### src/rtl/dmem_pkg.sv
// Shared types and encodings for the data-memory access unit.
package dmem_pkg;

   typedef enum logic [1:0] {
      IDLE = 2'd0,
      REQ  = 2'd1,
      RESP = 2'd2
   } state_e;

   // funct3 access-size encodings for loads and stores.
   localparam logic [2:0] F3_B  = 3'b000;
   localparam logic [2:0] F3_H  = 3'b001;
   localparam logic [2:0] F3_BU = 3'b100;
   localparam logic [2:0] F3_HU = 3'b101;

   // Byte enables; bit0 selects the byte at the even address.
   localparam logic [1:0] BE_LO  = 2'b01;
   localparam logic [1:0] BE_HI  = 2'b10;
   localparam logic [1:0] BE_ALL = 2'b11;

   // Halfword accesses are the ones with funct3[0] set (H, HU).
   function automatic logic is_half(input logic [2:0] f3);
      return f3[0];
   endfunction

   // A request is legal when it is exactly one of load/store, uses a
   // supported size (unsigned sizes only for loads) and halfwords are aligned.
   function automatic logic req_legal(input logic       rd,
                                      input logic       wr,
                                      input logic [2:0] f3,
                                      input logic       a0);
      logic ok;
      ok = 1'b0;
      if (!(rd && wr)) begin
         case (f3)
            F3_B:    ok = 1'b1;
            F3_H:    ok = !a0;
            F3_BU:   ok = rd;
            F3_HU:   ok = rd && !a0;
            default: ok = 1'b0;
         endcase
      end
      return ok;
   endfunction

endpackage

### src/rtl/dmem_access_unit_if.sv
// Handshaked data-memory port: the access unit is master, the memory is slave.
interface dmem_access_unit_if #(
   parameter int ADDR_W = 16,
   parameter int DATA_W = 16
);
   logic              mem_req;
   logic              mem_we;
   logic [ADDR_W-2:0] mem_addr;
   logic [1:0]        mem_be;
   logic [DATA_W-1:0] mem_wdata;
   logic [DATA_W-1:0] mem_rdata;
   logic              mem_ack;

   modport master (
      output mem_req, mem_we, mem_addr, mem_be, mem_wdata,
      input  mem_rdata, mem_ack
   );

   modport slave (
      input  mem_req, mem_we, mem_addr, mem_be, mem_wdata,
      output mem_rdata, mem_ack
   );
endinterface

### src/rtl/load_align.sv
// Selects the addressed byte lane of a 16-bit memory word and extends it
// according to the load size; shared with the writeback path.
module load_align
   import dmem_pkg::*;
(
   input  logic [15:0] mem_rdata,
   input  logic [2:0]  funct3,
   input  logic        addr_lsb,
   output logic [15:0] load_data
);

   logic [7:0] lane;

   // Pick the byte lane, then sign/zero-extend bytes; halfwords pass through.
   // NOTE: every signal written here gets a default first so no latch can be inferred.
   always_comb begin
      lane      = addr_lsb ? mem_rdata[15:8] : mem_rdata[7:0];
      load_data = mem_rdata;
      case (funct3)
         F3_B:    load_data = {{8{lane[7]}}, lane};
         F3_BU:   load_data = {8'h00, lane};
         default: load_data = mem_rdata;
      endcase
   end

endmodule

### src/rtl/dmem_access_unit.sv
// Turns a single-cycle load/store request into a handshaked memory
// transaction, stalls the pipeline until it completes, and reports faults.
module dmem_access_unit
   import dmem_pkg::*;
#(
   parameter int ADDR_W  = 16,
   parameter int DATA_W  = 16,
   parameter int TIMEOUT = 15
) (
   input  logic               clk,
   input  logic               rst,
   input  logic               mem_read,
   input  logic               mem_write,
   input  logic [2:0]         funct3,
   input  logic [ADDR_W-1:0]  addr,
   input  logic [DATA_W-1:0]  wdata,
   output logic [DATA_W-1:0]  rdata,
   output logic               stall,
   output logic               done,
   output logic               fault,
   dmem_access_unit_if.master mem
);

   state_e            state_q, state_d;
   logic [7:0]        cnt_q, cnt_d;
   logic [2:0]        f3_q, f3_d;
   logic              a0_q, a0_d;
   logic              mem_req_q, mem_req_d;
   logic              mem_we_q, mem_we_d;
   logic [ADDR_W-2:0] mem_addr_q, mem_addr_d;
   logic [1:0]        mem_be_q, mem_be_d;
   logic [DATA_W-1:0] mem_wdata_q, mem_wdata_d;
   logic [DATA_W-1:0] rdata_q, rdata_d;
   logic              fault_q, fault_d;
   logic [DATA_W-1:0] load_data;

   load_align u_load_align (
      .mem_rdata (mem.mem_rdata),
      .funct3    (f3_q),
      .addr_lsb  (a0_q),
      .load_data (load_data)
   );

   // Next-state, bus setup and result capture for the IDLE/REQ/RESP sequence.
   always_comb begin
      state_d     = state_q;
      cnt_d       = cnt_q;
      f3_d        = f3_q;
      a0_d        = a0_q;
      mem_req_d   = 1'b0;
      mem_we_d    = mem_we_q;
      mem_addr_d  = mem_addr_q;
      mem_be_d    = mem_be_q;
      mem_wdata_d = mem_wdata_q;
      rdata_d     = rdata_q;
      fault_d     = 1'b0;
      stall       = 1'b0;
      case (state_q)
         IDLE: begin
            if (mem_read || mem_write) begin
               stall = 1'b1;
               f3_d  = funct3;
               a0_d  = addr[0];
               if (req_legal(mem_read, mem_write, funct3, addr[0])) begin
                  state_d    = REQ;
                  cnt_d      = '0;
                  mem_req_d  = 1'b1;
                  mem_we_d   = mem_write;
                  mem_addr_d = addr[ADDR_W-1:1];
                  if (mem_write && !is_half(funct3)) begin
                     mem_be_d    = addr[0] ? BE_HI : BE_LO;
                     mem_wdata_d = {wdata[7:0], wdata[7:0]};
                  end else begin
                     mem_be_d    = BE_ALL;
                     mem_wdata_d = mem_write ? wdata : '0;
                  end
               end else begin
                  // Illegal request: report it without touching memory.
                  state_d = RESP;
                  fault_d = 1'b1;
                  rdata_d = '0;
               end
            end
         end
         REQ: begin
            stall     = 1'b1;
            mem_req_d = 1'b1;
            if (mem.mem_ack) begin
               // An ack on the timeout cycle still completes cleanly.
               state_d   = RESP;
               mem_req_d = 1'b0;
               if (!mem_we_q) rdata_d = load_data;
            end else if (cnt_q == 8'(TIMEOUT - 1)) begin
               state_d   = RESP;
               mem_req_d = 1'b0;
               fault_d   = 1'b1;
               rdata_d   = '0;
            end else begin
               cnt_d = cnt_q + 8'd1;
            end
         end
         RESP:    state_d = IDLE;
         default: state_d = IDLE;
      endcase
   end

   // Registered state, bus outputs and result, cleared by synchronous reset.
   // NOTE: registers use non-blocking assignments so every flop updates from pre-edge values.
   always_ff @(posedge clk) begin
      if (rst) begin
         state_q     <= IDLE;
         cnt_q       <= '0;
         f3_q        <= '0;
         a0_q        <= 1'b0;
         mem_req_q   <= 1'b0;
         mem_we_q    <= 1'b0;
         mem_addr_q  <= '0;
         mem_be_q    <= '0;
         mem_wdata_q <= '0;
         rdata_q     <= '0;
         fault_q     <= 1'b0;
      end else begin
         state_q     <= state_d;
         cnt_q       <= cnt_d;
         f3_q        <= f3_d;
         a0_q        <= a0_d;
         mem_req_q   <= mem_req_d;
         mem_we_q    <= mem_we_d;
         mem_addr_q  <= mem_addr_d;
         mem_be_q    <= mem_be_d;
         mem_wdata_q <= mem_wdata_d;
         rdata_q     <= rdata_d;
         fault_q     <= fault_d;
      end
   end

   assign done          = (state_q == RESP);
   assign fault         = fault_q;
   assign rdata         = rdata_q;
   assign mem.mem_req   = mem_req_q;
   assign mem.mem_we    = mem_we_q;
   assign mem.mem_addr  = mem_addr_q;
   assign mem.mem_be    = mem_be_q;
   assign mem.mem_wdata = mem_wdata_q;

endmodule

### src/flat_wrapper.sv
// flat-port wrapper written by rule: the top's interface ports become plain ports
module dmem_access_unit_flat import dmem_pkg::*;
#(
   parameter int ADDR_W  = 16,
   parameter int DATA_W  = 16,
   parameter int TIMEOUT = 15
)
  (clk, rst, mem_read, mem_write, funct3, addr, wdata, rdata, stall, done, fault, mem_mem_req, mem_mem_we, mem_mem_addr, mem_mem_be, mem_mem_wdata, mem_mem_rdata, mem_mem_ack);
  dmem_access_unit_if #(.ADDR_W(ADDR_W), .DATA_W(DATA_W)) mem_i ();
  input  logic clk;
  input  logic rst;
  input  logic mem_read;
  input  logic mem_write;
  input  logic [2:0] funct3;
  input  logic [ADDR_W-1:0] addr;
  input  logic [DATA_W-1:0] wdata;
  output logic [DATA_W-1:0] rdata;
  output logic stall;
  output logic done;
  output logic fault;
  output wire logic [$bits(mem_i.mem_req)-1:0] mem_mem_req;
  output wire logic [$bits(mem_i.mem_we)-1:0] mem_mem_we;
  output wire logic [$bits(mem_i.mem_addr)-1:0] mem_mem_addr;
  output wire logic [$bits(mem_i.mem_be)-1:0] mem_mem_be;
  output wire logic [$bits(mem_i.mem_wdata)-1:0] mem_mem_wdata;
  input wire logic [$bits(mem_i.mem_rdata)-1:0] mem_mem_rdata;
  input wire logic [$bits(mem_i.mem_ack)-1:0] mem_mem_ack;
  assign mem_mem_req = mem_i.mem_req;
  assign mem_mem_we = mem_i.mem_we;
  assign mem_mem_addr = mem_i.mem_addr;
  assign mem_mem_be = mem_i.mem_be;
  assign mem_mem_wdata = mem_i.mem_wdata;
  assign mem_i.mem_rdata = mem_mem_rdata;
  assign mem_i.mem_ack = mem_mem_ack;
  dmem_access_unit #(.ADDR_W(ADDR_W), .DATA_W(DATA_W), .TIMEOUT(TIMEOUT)) u_core (.clk(clk), .rst(rst), .mem_read(mem_read), .mem_write(mem_write), .funct3(funct3), .addr(addr), .wdata(wdata), .rdata(rdata), .stall(stall), .done(done), .fault(fault), .mem(mem_i));
endmodule
### config.mk
export PLATFORM = sky130hd
export DESIGN_NAME = dmem_access_unit_flat
export DESIGN_NICKNAME = d
export VERILOG_FILES = /design/src/rtl/dmem_pkg.sv /design/src/rtl/dmem_access_unit_if.sv /design/src/rtl/load_align.sv /design/src/rtl/dmem_access_unit.sv /design/src/flat_wrapper.sv
export SDC_FILE = /design/constraint.sdc
export NUM_CORES = 1
export LEC_CHECK = 0
export CAP_MARGIN = 30
export CORE_UTILIZATION = 57
export CTS_BUF_LIST = sky130_fd_sc_hd__clkbuf_4
export DETAILED_ROUTE_END_ITERATION = 10
export DONT_BUFFER_PORTS = 1
export PLACE_DENSITY_LB_ADDON = 0.1
export SETUP_SLACK_MARGIN = 0.15
export SYNTH_ARGS = -nofsm -noshare
export SYNTH_HDL_FRONTEND = slang
export SYNTH_SLANG_ARGS = --single-unit
### constraint.sdc
create_clock -name clk -period 2 [get_ports clk]
set_clock_uncertainty 0.1 [all_clocks]
set_input_delay 0.3 -clock clk [delete_from_list [all_inputs] [get_ports clk]]
set_output_delay 0.3 -clock clk [all_outputs]
set_load 0.01 [all_outputs]
### Word level (Yosys, flattened, before mapping)

Cells that the tools add are included.

* $add $sub $neg: 1
* $mul: 0
* div/mod/pow operators: 0
* order comparisons: 0
* equality and inequality tests: 14
* shift operators: 0
* mux-type cells: 38
* bitwise operators: 0
* reduce and logical (&&, ||, !) cells: 15

Operators by type and width (number)
* $mux W16: 7
* $pmux W16 S2: 2
* $mux W8: 5
* $pmux W8 S2: 1
* $mux W1: 12
* $mux W2: 6
* $reduce_and A5 Y1: 2
* $eq A3 B3 Y1 const B: 3
* $add A8 B1 Y8 const B: 1
* $eq A8 B4 Y1 const B: 1
* $logic_not A3 Y1: 2
* $ne A2 B2 Y1 const B: 3
* $pmux W1 S2: 3
* $ne A2 B1 Y1 const B: 2
* $pmux W1 S4: 1
* $pmux W2 S2: 1
* $reduce_and A2 Y1: 2
* $eq A3 B1 Y1 const B: 1
* $logic_and A1 B1 Y1: 3
* $ne A3 B2 Y1 const B: 1
* $ne A3 B3 Y1 const B: 1
* $reduce_and A3 Y1: 1
* $eq A2 B1 Y1 const B: 1
* $eq A2 B2 Y1 const B: 1
* other kinds (4): 5

* bits in registers: 66
* bits in latches: 0
* bits in writable memories: 0
* bits in read-only memories: 0
* output and inout port bits: 54
* word-level logic and storage cells: 79
* memories kept: 0

### Logic depth before layout (Yosys ltp)

Gate-level depths: netlist of run 1.

* depth in word-level cells: 9
* depth in mapped cells: 7
* gate-level depth less buffers: 6

### Cells and area by module

From an unflattened synthesis of run 1, not the netlist that was laid out.

* cell total of the unflattened synthesis: 335
* area total of the unflattened synthesis: 2981.6 um^2

Modules (own cells, without submodules)
* dmem_access_unit: times used 1, cells an instance 305, area an instance 2752.6 um^2, seq. area each 1321.3 um^2
* load_align: times used 1, cells an instance 30, area an instance 229.0 um^2, seq. area each 0.0 um^2

### Worst setup path after synthesis of run 1

OpenSTA, ideal clock, no wires.

* path kind: reg2reg
* start: register u_core.cnt_q[4]
* end: register u_core.rdata_q[10] (netlist: u_core.rdata[10])
* library setup time: 0.125 ns
* arrival: 1.527 ns
* data required time: 1.775 ns
* path slack: 0.248 ns
* stages on the path, launching flop included: 6
* buffers on the path: 1
* cell sequence: dfxtp_1 -> or4_4 -> o21ai_4 -> a31oi_4 -> buf_6 -> o2bb2ai_1

* cells in the longest elaborated chain, start to end: 3

Ends and longest elaborated chain
* from (decl): RTL line dmem_access_unit.sv:25 `logic [7:0] cnt_q, cnt_d;`
* from (signal assigned): RTL line dmem_access_unit.sv:124 `cnt_q <= cnt_d;`
* $eq A8 B4 Y1: RTL line dmem_access_unit.sv:93 `end else if (cnt_q == 8'(TIMEOUT - 1)) begin`
* $ne A3 B2 Y1 (no source line)
* $reduce_and A5 Y1 (no source line)
* to (signal assigned): RTL line dmem_access_unit.sv:132 `rdata_q <= rdata_d;`
* to (decl): RTL line dmem_access_unit.sv:33 `logic [DATA_W-1:0] rdata_q, rdata_d;`

Every way passes these cells.
A chain may end at the register's enable or synchronous reset.

### Final worst setup path of run 1

Same ends and word-level chain as after synthesis.

==> results of run 1 <==
==> critical path: stages (launching register included) <==
cell       delay, ns
dfxtp_2         0.37
or4_4           0.57
o21ai_4         0.31
a31oi_4         0.21
o2bb2ai_1       0.19
==> repair_timing <==
action                                  4_1_cts  5_1_grt
cloned                                        1        0
endpoints found under the setup margin       17       24
pin swaps                                     2        5
endpoints found under the hold margin        57        0
gates resized for setup                       3        8
buffers inserted                              2        1
hold buffers                                 53        0
==> routing by layer <==
layer	wire length, microns	global-route usage, %
met1	2870	32.1
met2	3570	49.8
met3	558	8.97
met4	225	15.8
met5	0	0
==> kinds of logic after synthesis <==
group,Yosys count,share of synthesized area [%]
AOI/OAI and AO/OA,68,19.7
buffers and inverters,21,4.14
DFF,66,48.6
muxes,37,13.7
xor gates and xnor gates,1,0.322
and+or+nand+nor,69,12.6
adders and majority gates,2,0.919
==> metrics by stage <==
stage / power [mW] / util (%)
2_1_floorplan: 1.64 / -
3_3_place_gp: 1.67 / 61.9
3_5_place_dp: 1.67 / 61.9
4_1_cts: 2.59 / 77.5
5_1_grt: 2.70 / 78.9
6_report: 2.61 / 78.9
==> final cells by class <==
cell class              count  share of cell area, %
well taps                  52                   1.84
clock inverters             5                   1.31
clock buffers              10                   2.13
repair buffers             67                   18.2
multi-input cells         178                   38.4
inverters                   6                  0.638
flip-flops and latches     66                   37.5
==> flip-flops by register name (all words and copies together) (netlist names) <==
signal and count:
u_core.mem.mem_wdata 16, u_core.rdata 16, u_core.mem.mem_addr 15, u_core.cnt_q 8, u_core.f3_q 3, u_core.mem.mem_be 2, u_core.state_q 2, u_core.a0_q 1
u_core.fault 1, u_core.mem.mem_req 1, u_core.mem.mem_we 1
==> Yosys cell counts (all sizes together) <==
cell type / n / share of area, %
or4: 2 / 0.69
ha: 2 / 0.92
a41oi: 1 / 0.60
nand4b: 1 / 0.32
o21ai: 12 / 2.6
nand3: 7 / 1.3
nand4: 2 / 0.46
nor2: 25 / 3.6
nand2: 16 / 2.2
a211o: 1 / 0.32
and3b: 1 / 0.32
nor2b: 1 / 0.23
inv: 6 / 0.83
a31oi: 2 / 1.0
a211oi: 1 / 0.28
or2: 2 / 0.46
or3: 2 / 0.46
o2bb2ai: 18 / 5.8
dfxtp: 66 / 49
o31ai: 2 / 0.55
nor3b: 3 / 1.0
a221oi: 4 / 1.3
a21oi: 11 / 2.2
a32oi: 1 / 0.32
xnor2: 1 / 0.32
buf: 10 / 2.6
and2: 1 / 0.23
a22o: 8 / 2.6
o211ai: 2 / 0.74
o41ai: 1 / 0.32
nor3: 6 / 1.3
clkbuf: 5 / 0.69
a21o: 4 / 1.1
mux2i: 37 / 14
==> cells in the final DEF (no fill, tap or decap), types with 2 or more instances in the layout <==
master | netlist | routed
o21ai_0 | 11 | 11
o2bb2ai_1 | 18 | 14
nor2_1 | 23 | 23
ha_1 | 2 | 2
or3_1 | 2 | 2
inv_1 | 6 | 6
a221oi_1 | 4 | 4
a21oi_1 | 10 | 10
buf_4 | 2 | 13
o2bb2ai_2 | 0 | 4
a21o_1 | 3 | 3
a31oi_4 | 1 | 2
nor3b_1 | 2 | 2
a22o_1 | 8 | 8
nor2_2 | 2 | 2
nor3_1 | 5 | 5
clkinv_1 | 0 | 3
dfxtp_2 | 0 | 2
dfxtp_1 | 66 | 64
nand2_1 | 16 | 16
or2_2 | 2 | 2
nand3_1 | 7 | 6
clkbuf_4 | 0 | 10
mux2i_1 | 36 | 36
o31ai_1 | 2 | 2
nand4_1 | 2 | 2
dlygate4sd3_1 | 0 | 53
==> worst paths after layout <==
check                                    start                       endpoint  slack [ns]  depth (start not counted)
setup / recovery  u_core.cnt_q[4]$_SDFFE_PP0P_  u_core.rdata[10]$_SDFFE_PP0P_        0.13                          4
hold / removal               mem_mem_rdata[13]  u_core.rdata[13]$_SDFFE_PP0P_       0.006                          2
setup reg to reg  u_core.cnt_q[4]$_SDFFE_PP0P_  u_core.rdata[10]$_SDFFE_PP0P_        0.13                          4
hold reg to reg   u_core.cnt_q[7]$_SDFFE_PP0P_   u_core.cnt_q[7]$_SDFFE_PP0P_        0.38                          1
==> power groups by stage <==
stage          logic, mW  registers (mW)  clock network, mW
3_3_place_gp       0.233            1.43                  0
5_1_grt            0.403            1.41              0.882
3_5_place_dp       0.237            1.43                  0
6_report           0.373            1.41              0.826
4_1_cts            0.350            1.40              0.835
2_1_floorplan      0.214            1.42                  0
==> report_table.html, run 1 <==
<table>
<tr><th>Metric</th><th>Value</th></tr>
<tr><th colspan="2">Run status</th></tr>
<tr><td>Run status</td><td>finished with violations</td></tr>
<tr><td>Violations in the final reports</td><td>DRC</td></tr>
<tr><th colspan="2">Layout</th></tr>
<tr><td>Final design area excluding fillers</td><td>0.00353 sq mm</td></tr>
<tr><td>Number of nets in the final layout</td><td>386</td></tr>
<tr><td>Antenna diode count</td><td>0</td></tr>
<tr><td>Layout cells sized above 1</td><td>14.8%</td></tr>
<tr><td>Multi-input combinational cell area</td><td>0.00136 sq mm</td></tr>
<tr><td>Storage element area</td><td>0.00132 sq mm</td></tr>
<tr><td>Filler cells</td><td>286</td></tr>
<tr><td>Filler-free cell count of the finished design</td><td>384</td></tr>
<tr><td>Signed area change from the synthesized netlist to the final layout</td><td>29.7%</td></tr>
<tr><th colspan="2">Clock network</th></tr>
<tr><td>TritonCTS Buffers</td><td>9</td></tr>
<tr><td>CTS Root Cell</td><td>clkbuf_4</td></tr>
<tr><td>TritonCTS clock tree</td><td>done</td></tr>
<tr><td>CTS H-tree lvls</td><td>3</td></tr>
<tr><td>Sink Count</td><td>66</td></tr>
<tr><td>Insertion delay of the later-clocked pin in the worst-skew pair</td><td>0.42 ns</td></tr>
<tr><td>Clock buffer depth</td><td>2</td></tr>
<tr><td>CTS clock-pin slew for the worst setup and hold paths</td><td>0.10 ns</td></tr>
<tr><th colspan="2">Timing</th></tr>
<tr><td>Transition time at the pin with the least slew margin</td><td>0.617 ns</td></tr>
<tr><td>Setup repair after global routing missed its margin</td><td>yes</td></tr>
<tr><td>Portion of the clock cycle consumed by the worst path in the final layout</td><td>93.6%</td></tr>
<tr><td>Timing-limited maximum frequency</td><td>534 MHz</td></tr>
<tr><td>Worst slew margin relative to its limit</td><td>58.9%</td></tr>
<tr><td>Minimum clock period</td><td>1.87 ns</td></tr>
<tr><td>Number of slew-limit violations in the final report</td><td>0</td></tr>
<tr><td>Sum Neg Setup Slack</td><td>0 ns</td></tr>
<tr><td>Hold slack</td><td>0.00562 ns</td></tr>
<tr><td>Final count of negative-setup-slack endpoints</td><td>0</td></tr>
<tr><td>Number of hold violations in the final report</td><td>0</td></tr>
<tr><td>Least setup slack across all paths after layout</td><td>0.129 ns</td></tr>
<tr><th colspan="2">Route</th></tr>
<tr><td>Routed wire length per instance</td><td>18.8 microns</td></tr>
<tr><td>Via-to-Cell Ratio</td><td>6.08</td></tr>
<tr><td>Number of nets still failing antenna checks after routing</td><td>0</td></tr>
<tr><td>Routed WL</td><td>7220 microns</td></tr>
<tr><td>DRC errors left</td><td>11</td></tr>
<tr><td>Count of routing violations after the opening detailed-route iteration</td><td>152</td></tr>
<tr><td>First-pass iteration count of the detailed router</td><td>8</td></tr>
<tr><td>Total number of vias</td><td>2336</td></tr>
<tr><th colspan="2">Global routing</th></tr>
<tr><td>Global-route wire length before repair</td><td>11200 microns</td></tr>
<tr><td>Largest net degree at the start of global routing</td><td>28</td></tr>
<tr><td>Via count of the first global-routing pass</td><td>2379</td></tr>
<tr><td>Antenna violations before repair</td><td>0</td></tr>
<tr><td>Total routing resource utilization after global routing</td><td>29.0%</td></tr>
<tr><td>GRT overflow</td><td>0</td></tr>
<tr><th colspan="2">Setup path</th></tr>
<tr><td>CP Max Fanout</td><td>8</td></tr>
<tr><td>Worst endpoint required time</td><td>2.19 ns</td></tr>
<tr><td>Type of the worst setup path</td><td>flop to flop</td></tr>
<tr><td>Arrival time at the worst endpoint</td><td>2.07 ns</td></tr>
<tr><td>Element type at the critical path end</td><td>flop</td></tr>
<tr><td>Type of element launching the critical path</td><td>flop</td></tr>
<tr><th colspan="2">Place</th></tr>
<tr><td>Port Buffers</td><td>0</td></tr>
<tr><td>Final Wtd Congestion</td><td>0.750</td></tr>
<tr><td>Placed instance count</td><td>311</td></tr>
<tr><td>Detailed Place HPWL</td><td>3850 microns</td></tr>
<tr><td>Dpl ws</td><td>0.125 ns</td></tr>
<tr><td>Cell Area, Placed</td><td>0.00277 sq mm</td></tr>
<tr><th colspan="2">Yosys</th></tr>
<tr><td>Average footprint of a synthesized cell</td><td>10.3 sq um</td></tr>
<tr><td>Area of the mapped netlist</td><td>0.00272 sq mm</td></tr>
<tr><td>Post-synthesis sequential area ratio</td><td>48.6%</td></tr>
<tr><td>Synthesized netlist cell count</td><td>264</td></tr>
<tr><td>Flop and latch count out of synthesis</td><td>66</td></tr>
<tr><td>Count of different cell masters after synthesis</td><td>47</td></tr>
<tr><td>Total nets after synthesis</td><td>322</td></tr>
<tr><td>Number of warnings issued by yosys</td><td>0</td></tr>
<tr><th colspan="2">Power</th></tr>
<tr><td>Cell Int Power</td><td>1.92 mW</td></tr>
<tr><td>Switch Pwr</td><td>691 uW</td></tr>
<tr><td>Switching part of the total</td><td>26.5%</td></tr>
<tr><td>Reported leakage power</td><td>1.45 nW</td></tr>
<tr><td>Combinational group share of total power</td><td>14.3%</td></tr>
<tr><td>Clock network power share</td><td>31.7%</td></tr>
<tr><td>Power density over cell area</td><td>738 mW/mm^2</td></tr>
<tr><td>Peak supply drop</td><td>0.480 mV</td></tr>
<tr><td>Part of the total power dissipated in sequential elements</td><td>54.0%</td></tr>
<tr><th colspan="2">Die</th></tr>
<tr><td>Floorplan Core Area</td><td>0.00447 sq mm</td></tr>
<tr><td>Floorplan die area</td><td>0.00505 sq mm</td></tr>
<tr><td>Die Width</td><td>71.1 microns</td></tr>
<tr><td>Die extent in y</td><td>71.1 microns</td></tr>
<tr><td>Effective utilization at floorplan</td><td>60.8%</td></tr>
<tr><td>Number of rows in the core area</td><td>24</td></tr>
<tr><td>I/O Pins</td><td>110</td></tr>
<tr><th colspan="2">Flow run</th></tr>
<tr><td>Max-cap viol count</td><td>0</td></tr>
<tr><th colspan="2">Worst hold path</th></tr>
<tr><td>Worst Hold Class</td><td>primary input to flop</td></tr>
</table>
Note: power is estimated with default switching activity, not from simulation.
==> run 2: changes to the inputs <==
- CORE_MARGIN: not set -> 3
==> run 2 against run 1 <==
Net effect:
- the flow now finishes without violations
- critical path depth unchanged
- first-iteration DRC count up 3.9%
- maximum frequency up 3.2%
- global-route usage down 5.0 points
- largest power group unchanged
- via count down 1.6%
- sequential cell count unchanged
- combinational power down 3%
- largest cell class unchanged
- register-to-register slack better by 0.06 ns
==> report_table.html, run 2 (synthesis results as in run 1) <==
<table>
<tr><th>Metric</th><th>Value</th></tr>
<tr><th colspan="2">Timing</th></tr>
<tr><td>Number of slew-limit violations in the final report</td><td>0 (unchanged)</td></tr>
<tr><td>Setup repair after global routing missed its margin</td><td>yes</td></tr>
<tr><td>Sum Neg Setup Slack</td><td>0 ns (unchanged)</td></tr>
<tr><td>Minimum clock period</td><td>1.81 ns (-0.0587 ns)</td></tr>
<tr><td>Timing-limited maximum frequency</td><td>552 MHz (+3.2%)</td></tr>
<tr><td>Number of hold violations in the final report</td><td>0 (unchanged)</td></tr>
<tr><td>Portion of the clock cycle consumed by the worst path in the final layout</td><td>90.6% (-2.9 points)</td></tr>
<tr><td>Transition time at the pin with the least slew margin</td><td>0.914 ns (+0.297 ns)</td></tr>
<tr><td>Worst slew margin relative to its limit</td><td>38.9% (-20 points)</td></tr>
<tr><td>Final count of negative-setup-slack endpoints</td><td>0 (unchanged)</td></tr>
<tr><th colspan="2">Clock network</th></tr>
<tr><td>Insertion delay of the later-clocked pin in the worst-skew pair</td><td>0.41 ns (about the same)</td></tr>
<tr><td>TritonCTS Buffers</td><td>9 (unchanged)</td></tr>
<tr><td>CTS clock-pin slew for the worst setup and hold paths</td><td>0.11 ns (about the same)</td></tr>
<tr><td>CTS H-tree lvls</td><td>3 (unchanged)</td></tr>
<tr><td>TritonCTS clock tree</td><td>done</td></tr>
<tr><td>CTS Root Cell</td><td>clkbuf_4</td></tr>
<tr><td>Clock buffer depth</td><td>2 (unchanged)</td></tr>
<tr><td>Sink Count</td><td>66 (unchanged)</td></tr>
<tr><th colspan="2">Layout</th></tr>
<tr><td>Layout cells sized above 1</td><td>13.0% (-1.7 points)</td></tr>
<tr><td>End-of-flow core utilization</td><td>77.9% (-1.0 points)</td></tr>
<tr><td>Number of nets in the final layout</td><td>383 (-0.78%)</td></tr>
<tr><td>Antenna diode count</td><td>0 (unchanged)</td></tr>
<tr><td>Most common cell after layout, fill and taps aside</td><td>dfxtp_1</td></tr>
<tr><td>Signed area change from the synthesized netlist to the final layout</td><td>28.0%</td></tr>
<tr><td>Most used cells in the layout excluding fill and tap cells</td><td>64 x dfxtp_1, 54 x dlygate4sd3_1, 36 x mux2i_1</td></tr>
<tr><th colspan="2">Global routing</th></tr>
<tr><td>Global-route wire length before repair</td><td>10100 microns (-10%)</td></tr>
<tr><td>Via count of the first global-routing pass</td><td>2120 (-11%)</td></tr>
<tr><td>Total routing resource utilization after global routing</td><td>24.0% (-5.0 points)</td></tr>
<tr><td>Largest net degree at the start of global routing</td><td>26 (-7.1%)</td></tr>
<tr><td>GRT overflow</td><td>0 (unchanged)</td></tr>
<tr><td>Antenna violations before repair</td><td>0 (unchanged)</td></tr>
<tr><th colspan="2">Setup path</th></tr>
<tr><td>Crit path buf inv count</td><td>0 (unchanged)</td></tr>
<tr><td>Worst setup startpoint</td><td>u_core.cnt_q[7]$_SDFFE_PP0P_</td></tr>
<tr><td>CP Max Fanout</td><td>8 (unchanged)</td></tr>
<tr><td>CP max stage cell</td><td>or4_4</td></tr>
<tr><td>Endpoint of the lowest-slack register-to-register path</td><td>u_core.cnt_q[2]$_SDFFE_PP0P_</td></tr>
<tr><td>Instance count on the critical path</td><td>4 (unchanged)</td></tr>
<tr><td>Cell family contributing the most delay on the critical path</td><td>simple AND/OR/NAND/NOR gates</td></tr>
<tr><td>Worst setup path end</td><td>u_core.cnt_q[2]$_SDFFE_PP0P_</td></tr>
<tr><td>Worst endpoint required time</td><td>2.19 ns (about the same)</td></tr>
<tr><td>Type of element launching the critical path</td><td>flop</td></tr>
<tr><td>Type of the worst setup path</td><td>flop to flop</td></tr>
<tr><td>Worst stage delay on the critical path</td><td>0.58 ns (about the same)</td></tr>
<tr><td>Element type at the critical path end</td><td>flop</td></tr>
<tr><td>List of cells traversed by the critical path</td><td>or4_4 &gt; o211ai_4 &gt; nor3b_1 &gt; a211o_1</td></tr>
<tr><td>Reg-to-reg slack, setup</td><td>0.19 ns (+0.06 ns)</td></tr>
<tr><td>Worst R2R Start</td><td>u_core.cnt_q[7]$_SDFFE_PP0P_</td></tr>
<tr><td>Arrival time at the worst endpoint</td><td>2.01 ns (-0.06 ns)</td></tr>
<tr><td>Length in cells of the worst reg-to-reg path</td><td>4 (unchanged)</td></tr>
<tr><th colspan="2">Flow run</th></tr>
<tr><td>Max-cap viol count</td><td>0 (unchanged)</td></tr>
<tr><th colspan="2">Route</th></tr>
<tr><td>Routed wire length per instance</td><td>18.5 microns (-1.7%)</td></tr>
<tr><td>Number of nets still failing antenna checks after routing</td><td>0 (unchanged)</td></tr>
<tr><td>First-pass iteration count of the detailed router</td><td>4 (-4)</td></tr>
<tr><td>DRC errors left</td><td>0 (-11)</td></tr>
<tr><td>Total number of vias</td><td>2298 (-1.6%)</td></tr>
<tr><td>Count of routing violations after the opening detailed-route iteration</td><td>158 (+3.9%)</td></tr>
<tr><td>Routed WL</td><td>7060 microns (-2.2%)</td></tr>
<tr><td>Via-to-Cell Ratio</td><td>6.02 (-1.1%)</td></tr>
<tr><th colspan="2">Die</th></tr>
<tr><td>Effective utilization at floorplan</td><td>60.8% (unchanged)</td></tr>
<tr><td>Die Width</td><td>75.1 microns (+5.6%)</td></tr>
<tr><td>Number of rows in the core area</td><td>24 (unchanged)</td></tr>
<tr><td>Floorplan Core Area</td><td>0.00447 sq mm (unchanged)</td></tr>
<tr><td>I/O Pins</td><td>110 (unchanged)</td></tr>
<tr><td>Die extent in y</td><td>75.1 microns (+5.6%)</td></tr>
<tr><td>Floorplan die area</td><td>0.00564 sq mm (+12%)</td></tr>
<tr><th colspan="2">Power</th></tr>
<tr><td>Peak supply drop</td><td>0.583 mV (+22%)</td></tr>
<tr><td>Reported leakage power</td><td>1.42 nW (-1.9%)</td></tr>
<tr><td>Power density over cell area</td><td>754 mW/mm^2 (+2.2%)</td></tr>
<tr><th colspan="2">Place</th></tr>
<tr><td>Detailed Place HPWL</td><td>4020 microns (+4.4%)</td></tr>
<tr><td>Final Wtd Congestion</td><td>0.776 (+3.5%)</td></tr>
<tr><td>Port Buffers</td><td>0 (unchanged)</td></tr>
<tr><th colspan="2">Run status</th></tr>
<tr><td>Run status</td><td>complete, no violations</td></tr>
<tr><th colspan="2">Worst hold path</th></tr>
<tr><td>Hold path startpoint</td><td>funct3[1]</td></tr>
<tr><td>Worst Hold Class</td><td>primary input to flop</td></tr>
</table>
## run 2: stage by stage
stage          area (sq um)  setup WS, ns  power, mW  hold slack [ns]  std cells
2_1_floorplan          2720         0.248       1.64            0.312        264
3_3_place_gp           2760         0.155       1.67            0.279        310
3_5_place_dp           2760         0.120       1.67            0.281        310
4_1_cts                3440         0.143       2.61          0.00667        379
5_1_grt                3480         0.143       2.72           0.0652        382
6_report               3480         0.188       2.63           0.0554        382
## run 2: per-layer routing
layer  GRT usage, %  vias up  wire (microns)
met1           28.0     1087            2840
met5              0        -               0
met4           11.3        0             176
li1               -     1098               -
met3           8.28       16             637
met2           39.6       97            3400
## run 2: how the worst min path moves through the flow
stage | end | depth (start not counted)
CTS | u_core.rdata[13]$_SDFFE_PP0P_ | 2
global placement | u_core.mem.mem_addr[6]$_SDFFE_PP0P_ | 1
floorplan | u_core.mem.mem_be[0]$_SDFFE_PP0P_ | 1
finish | u_core.state_q[0]$_SDFFE_PP0N_ | 3
global route | u_core.state_q[0]$_SDFFE_PP0N_ | 3
detailed placement | u_core.a0_q$_SDFFE_PP0P_ | 1
## run 2: cell type report
type	instances	area, sq um
fillers	294	990
multi-input cells	178	1330
flip-flops and latches	66	1320
inverters	6	22.5
clock inverters	6	57.6
well taps	52	65.1
clock buffers	10	75.1
repair buffers	64	616
## run 2: worst min-delay path: stages
cell and delay (ns):
a21oi_2 0.04, nand3_1 0.10, a221oi_1 0.08
## run 2: power breakdown
group,switching (mW),internal [mW]
combinational,0.182,0.179
sequential,0.0474,1.36
clock,0.478,0.385
total,0.707,1.92
## run 2: repair_timing
| action | CTS | global route |
|---|---|---|
| endpoints found under the hold margin | 57 | 15 |
| pin swaps | 0 | 2 |
| hold buffers | 53 | 1 |
| buffers inserted | 0 | 1 |
| cloned | 0 | 1 |
| setup endpoints to repair | 1 | 18 |
| resized for setup | 2 | 5 |
==> run 3: changes to the inputs <==
- CELL_PAD_IN_SITES_DETAIL_PLACEMENT: not set -> 0
- CELL_PAD_IN_SITES_GLOBAL_PLACEMENT: not set -> 1
- CORE_UTILIZATION: 57 -> 48
==> run 3 against run 2 <==
Net effect:
- die area up 17%
- sequential power about the same
- non-clock buffer count unchanged
- cell count up 3.9%
- register-to-register slack improved by 0.02 ns
- largest cell class is now sequential cells
- first-iteration DRC count decreased by 37%
- via count down 3.7%
- count of clock-buffer cells in the layout stayed put
- combinational power fell by 4%
==> report_table.html, run 3 (synthesis results as in run 1) <==
<table>
<tr><th>Metric</th><th>Value</th></tr>
<tr><th colspan="2">Layout</th></tr>
<tr><td>Filler-free cell count of the finished design</td><td>397 (+3.9%)</td></tr>
<tr><td>End-of-flow core utilization</td><td>66.1% (-12 points)</td></tr>
<tr><td>Signed area change from the synthesized netlist to the final layout</td><td>28.8%</td></tr>
<tr><td>Most common cell after layout, fill and taps aside</td><td>dfxtp_1</td></tr>
<tr><td>Antenna diode count</td><td>0 (unchanged)</td></tr>
<tr><td>Final design area excluding fillers</td><td>0.00351 sq mm (+0.61%)</td></tr>
<tr><td>Layout cells sized above 1</td><td>13.1% (+0.12 points)</td></tr>
<tr><td>Most used cells in the layout excluding fill and tap cells</td><td>66 x dfxtp_1, 51 x dlygate4sd3_1, 36 x mux2i_1</td></tr>
<tr><td>Number of nets in the final layout</td><td>382 (-0.26%)</td></tr>
<tr><th colspan="2">Timing</th></tr>
<tr><td>Number of hold violations in the final report</td><td>0 (unchanged)</td></tr>
<tr><td>Final count of negative-setup-slack endpoints</td><td>0 (unchanged)</td></tr>
<tr><td>Minimum clock period</td><td>1.80 ns (-0.0166 ns)</td></tr>
<tr><td>Number of slew-limit violations in the final report</td><td>0 (unchanged)</td></tr>
<tr><td>Timing-limited maximum frequency</td><td>557 MHz (+0.92%)</td></tr>
<tr><td>Sum Neg Setup Slack</td><td>0 ns (unchanged)</td></tr>
<tr><td>Worst slew margin relative to its limit</td><td>39.4% (+0.47 points)</td></tr>
<tr><td>Setup repair after global routing missed its margin</td><td>yes</td></tr>
<tr><td>Transition time at the pin with the least slew margin</td><td>0.907 ns (-0.00703 ns)</td></tr>
<tr><td>Least setup slack across all paths after layout</td><td>0.204 ns (+0.0166 ns)</td></tr>
<tr><td>Portion of the clock cycle consumed by the worst path in the final layout</td><td>89.8% (-0.83 points)</td></tr>
<tr><th colspan="2">Clock network</th></tr>
<tr><td>TritonCTS Buffers</td><td>9 (unchanged)</td></tr>
<tr><td>Sink Count</td><td>66 (unchanged)</td></tr>
<tr><td>Clock buffer depth</td><td>2 (unchanged)</td></tr>
<tr><td>Insertion delay of the later-clocked pin in the worst-skew pair</td><td>0.39 ns (-0.02 ns)</td></tr>
<tr><td>CTS clock-pin slew for the worst setup and hold paths</td><td>0.10 ns (about the same)</td></tr>
<tr><td>CTS Root Cell</td><td>clkbuf_4</td></tr>
<tr><td>TritonCTS clock tree</td><td>done</td></tr>
<tr><td>CTS H-tree lvls</td><td>3 (unchanged)</td></tr>
<tr><th colspan="2">Route</th></tr>
<tr><td>Routed wire length per instance</td><td>17.0 microns (-8.0%)</td></tr>
<tr><td>First-pass iteration count of the detailed router</td><td>4 (unchanged)</td></tr>
<tr><td>Routed WL</td><td>6750 microns (-4.4%)</td></tr>
<tr><td>Via-to-Cell Ratio</td><td>5.57 (-7.4%)</td></tr>
<tr><td>DRC errors left</td><td>0 (unchanged)</td></tr>
<tr><td>Count of routing violations after the opening detailed-route iteration</td><td>99 (-37%)</td></tr>
<tr><td>Number of nets still failing antenna checks after routing</td><td>0 (unchanged)</td></tr>
<tr><td>Total number of vias</td><td>2212 (-3.7%)</td></tr>
<tr><th colspan="2">Power</th></tr>
<tr><td>Clock network power share</td><td>35.0% (+2.2 points)</td></tr>
<tr><td>Part of the total power dissipated in sequential elements</td><td>52.2% (-1.3 points)</td></tr>
<tr><td>Reported leakage power</td><td>1.44 nW (+1.3%)</td></tr>
<tr><td>Power density over cell area</td><td>768 mW/mm^2 (+1.8%)</td></tr>
<tr><td>Switching part of the total</td><td>24.3% (-2.6 points)</td></tr>
<tr><td>Cell Int Power</td><td>2.04 mW (+6.1%)</td></tr>
<tr><td>Peak supply drop</td><td>0.389 mV (-33%)</td></tr>
<tr><td>Combinational group share of total power</td><td>12.8% (-0.9 points)</td></tr>
<tr><td>Switch Pwr</td><td>654 uW (-7.5%)</td></tr>
<tr><th colspan="2">Run status</th></tr>
<tr><td>Run status</td><td>complete, no violations</td></tr>
<tr><th colspan="2">Flow run</th></tr>
<tr><td>Max-cap viol count</td><td>0 (unchanged)</td></tr>
<tr><th colspan="2">Worst hold path</th></tr>
<tr><td>Min-Delay Endpoint</td><td>u_core.rdata[0]$_SDFFE_PP0P_</td></tr>
<tr><td>Worst Hold Class</td><td>primary input to flop</td></tr>
<tr><td>Cell depth of the worst min-delay path</td><td>2 (-1)</td></tr>
<tr><td>Hold path startpoint</td><td>mem_mem_rdata[8]</td></tr>
<tr><th colspan="2">Die</th></tr>
<tr><td>Number of rows in the core area</td><td>26 (+8.3%)</td></tr>
<tr><td>Floorplan Core Area</td><td>0.00530 sq mm (+19%)</td></tr>
<tr><td>I/O Pins</td><td>110 (unchanged)</td></tr>
<tr><td>Floorplan die area</td><td>0.00661 sq mm (+17%)</td></tr>
<tr><td>Die Width</td><td>81.3 microns (+8.3%)</td></tr>
<tr><td>Die extent in y</td><td>81.3 microns (+8.3%)</td></tr>
<tr><td>Effective utilization at floorplan</td><td>51.3% (-9.5 points)</td></tr>
<tr><th colspan="2">Setup path</th></tr>
<tr><td>Element type at the critical path end</td><td>flop</td></tr>
<tr><td>Length in cells of the worst reg-to-reg path</td><td>5 (+1)</td></tr>
<tr><td>Reg-to-reg slack, setup</td><td>0.20 ns (+0.02 ns)</td></tr>
<tr><td>Type of element launching the critical path</td><td>flop</td></tr>
<tr><td>Endpoint of the lowest-slack register-to-register path</td><td>u_core.rdata[14]$_SDFFE_PP0P_</td></tr>
<tr><td>Arrival time at the worst endpoint</td><td>1.97 ns (-0.04 ns)</td></tr>
<tr><td>CP Max Fanout</td><td>16 (+8)</td></tr>
<tr><td>Type of the worst setup path</td><td>flop to flop</td></tr>
<tr><td>Worst R2R Start</td><td>u_core.cnt_q[7]$_SDFFE_PP0P_</td></tr>
<tr><td>Worst endpoint required time</td><td>2.18 ns (about the same)</td></tr>
<tr><th colspan="2">Global routing</th></tr>
<tr><td>GRT overflow</td><td>0 (unchanged)</td></tr>
<tr><td>Global-route wire length before repair</td><td>10600 microns (+4.9%)</td></tr>
<tr><td>Antenna violations before repair</td><td>0 (unchanged)</td></tr>
<tr><td>Largest net degree at the start of global routing</td><td>26 (unchanged)</td></tr>
<tr><td>Total routing resource utilization after global routing</td><td>20.8% (-3.2 points)</td></tr>
<tr><td>Via count of the first global-routing pass</td><td>2175 (+2.6%)</td></tr>
<tr><th colspan="2">Place</th></tr>
<tr><td>Detailed Place HPWL</td><td>4200 microns (+4.4%)</td></tr>
<tr><td>Dpl ws</td><td>0.146 ns (+0.0263 ns)</td></tr>
<tr><td>Port Buffers</td><td>0 (unchanged)</td></tr>
<tr><td>Placed instance count</td><td>328 (+5.8%)</td></tr>
<tr><td>Cell Area, Placed</td><td>0.00279 sq mm (+0.81%)</td></tr>
<tr><td>Final Wtd Congestion</td><td>0.758 (-2.4%)</td></tr>
</table>
## run 3: cell count changes in the layout (fill, tap and decap cells not counted), sizes merged
cell         change
a31oi            -1
dlygate4sd3      -3
clkinvlp         -2
buf              +3
bufinv           +1
clkinv           -1
## run 3: worst max path at each step
stage,startpoint,end,depth (start not counted)
3_5_place_dp,u_core.cnt_q[7]$_SDFFE_PP0P_,u_core.cnt_q[2]$_SDFFE_PP0P_,4
4_1_cts,u_core.cnt_q[7]$_SDFFE_PP0P_,u_core.rdata[12]$_SDFFE_PP0P_,4
2_1_floorplan,u_core.cnt_q[4]$_SDFFE_PP0P_,u_core.rdata[10]$_SDFFE_PP0P_,5
6_report,u_core.cnt_q[7]$_SDFFE_PP0P_,u_core.rdata[14]$_SDFFE_PP0P_,5
3_3_place_gp,u_core.cnt_q[7]$_SDFFE_PP0P_,u_core.cnt_q[2]$_SDFFE_PP0P_,4
5_1_grt,u_core.cnt_q[7]$_SDFFE_PP0P_,u_core.rdata[5]$_SDFFE_PP0P_,5
## run 3: critical path: stages (launching register included)
cell       delay, ns
dfxtp_1         0.35
or4_4           0.59
o21ai_4         0.23
a31oi_4         0.12
buf_12          0.17
o2bb2ai_1       0.12
## run 3: timing repair
item                                    4_1_cts  5_1_grt
endpoints found under the hold margin        53        0
pin swaps                                     0        3
endpoints found under the setup margin        2       18
resized for setup                             2        2
hold buffers                                 51        0
buffers inserted                              0        4
## run 3: power groups by stage
stage	registers, mW	clock network [mW]	logic (mW)
global route	1.41	1.03	0.376
CTS	1.41	0.961	0.332
detailed placement	1.44	0	0.236
global placement	1.44	0	0.234
finish	1.41	0.943	0.345
floorplan	1.42	0	0.214
## run 3: cell type report
type                       count  area, sq um
tap                           70         87.6
clock buffer                  10         75.1
multi-input combinational    177         1310
timing repair buffer          64          621
clock inverter                 4         68.8
fill                         437         1800
sequential                    66         1320
inverter                       6         22.5
## run 3: through the flow
step | power (mW) | hold slack, ns
5_1_grt | 2.82 | 0.000476
3_5_place_dp | 1.67 | 0.284
6_report | 2.69 | 0.0191
3_3_place_gp | 1.67 | 0.280
2_1_floorplan | 1.64 | 0.312
4_1_cts | 2.70 | 0.000352
## run 3: metal layers
layer	vias up	GRT usage [%]	part of all wire, %
li1	1095	-	-
met1	1033	25.8	44
met2	78	32.7	46
met3	6	8.76	8.4
met4	0	6.59	1.0
met5	-	0	0
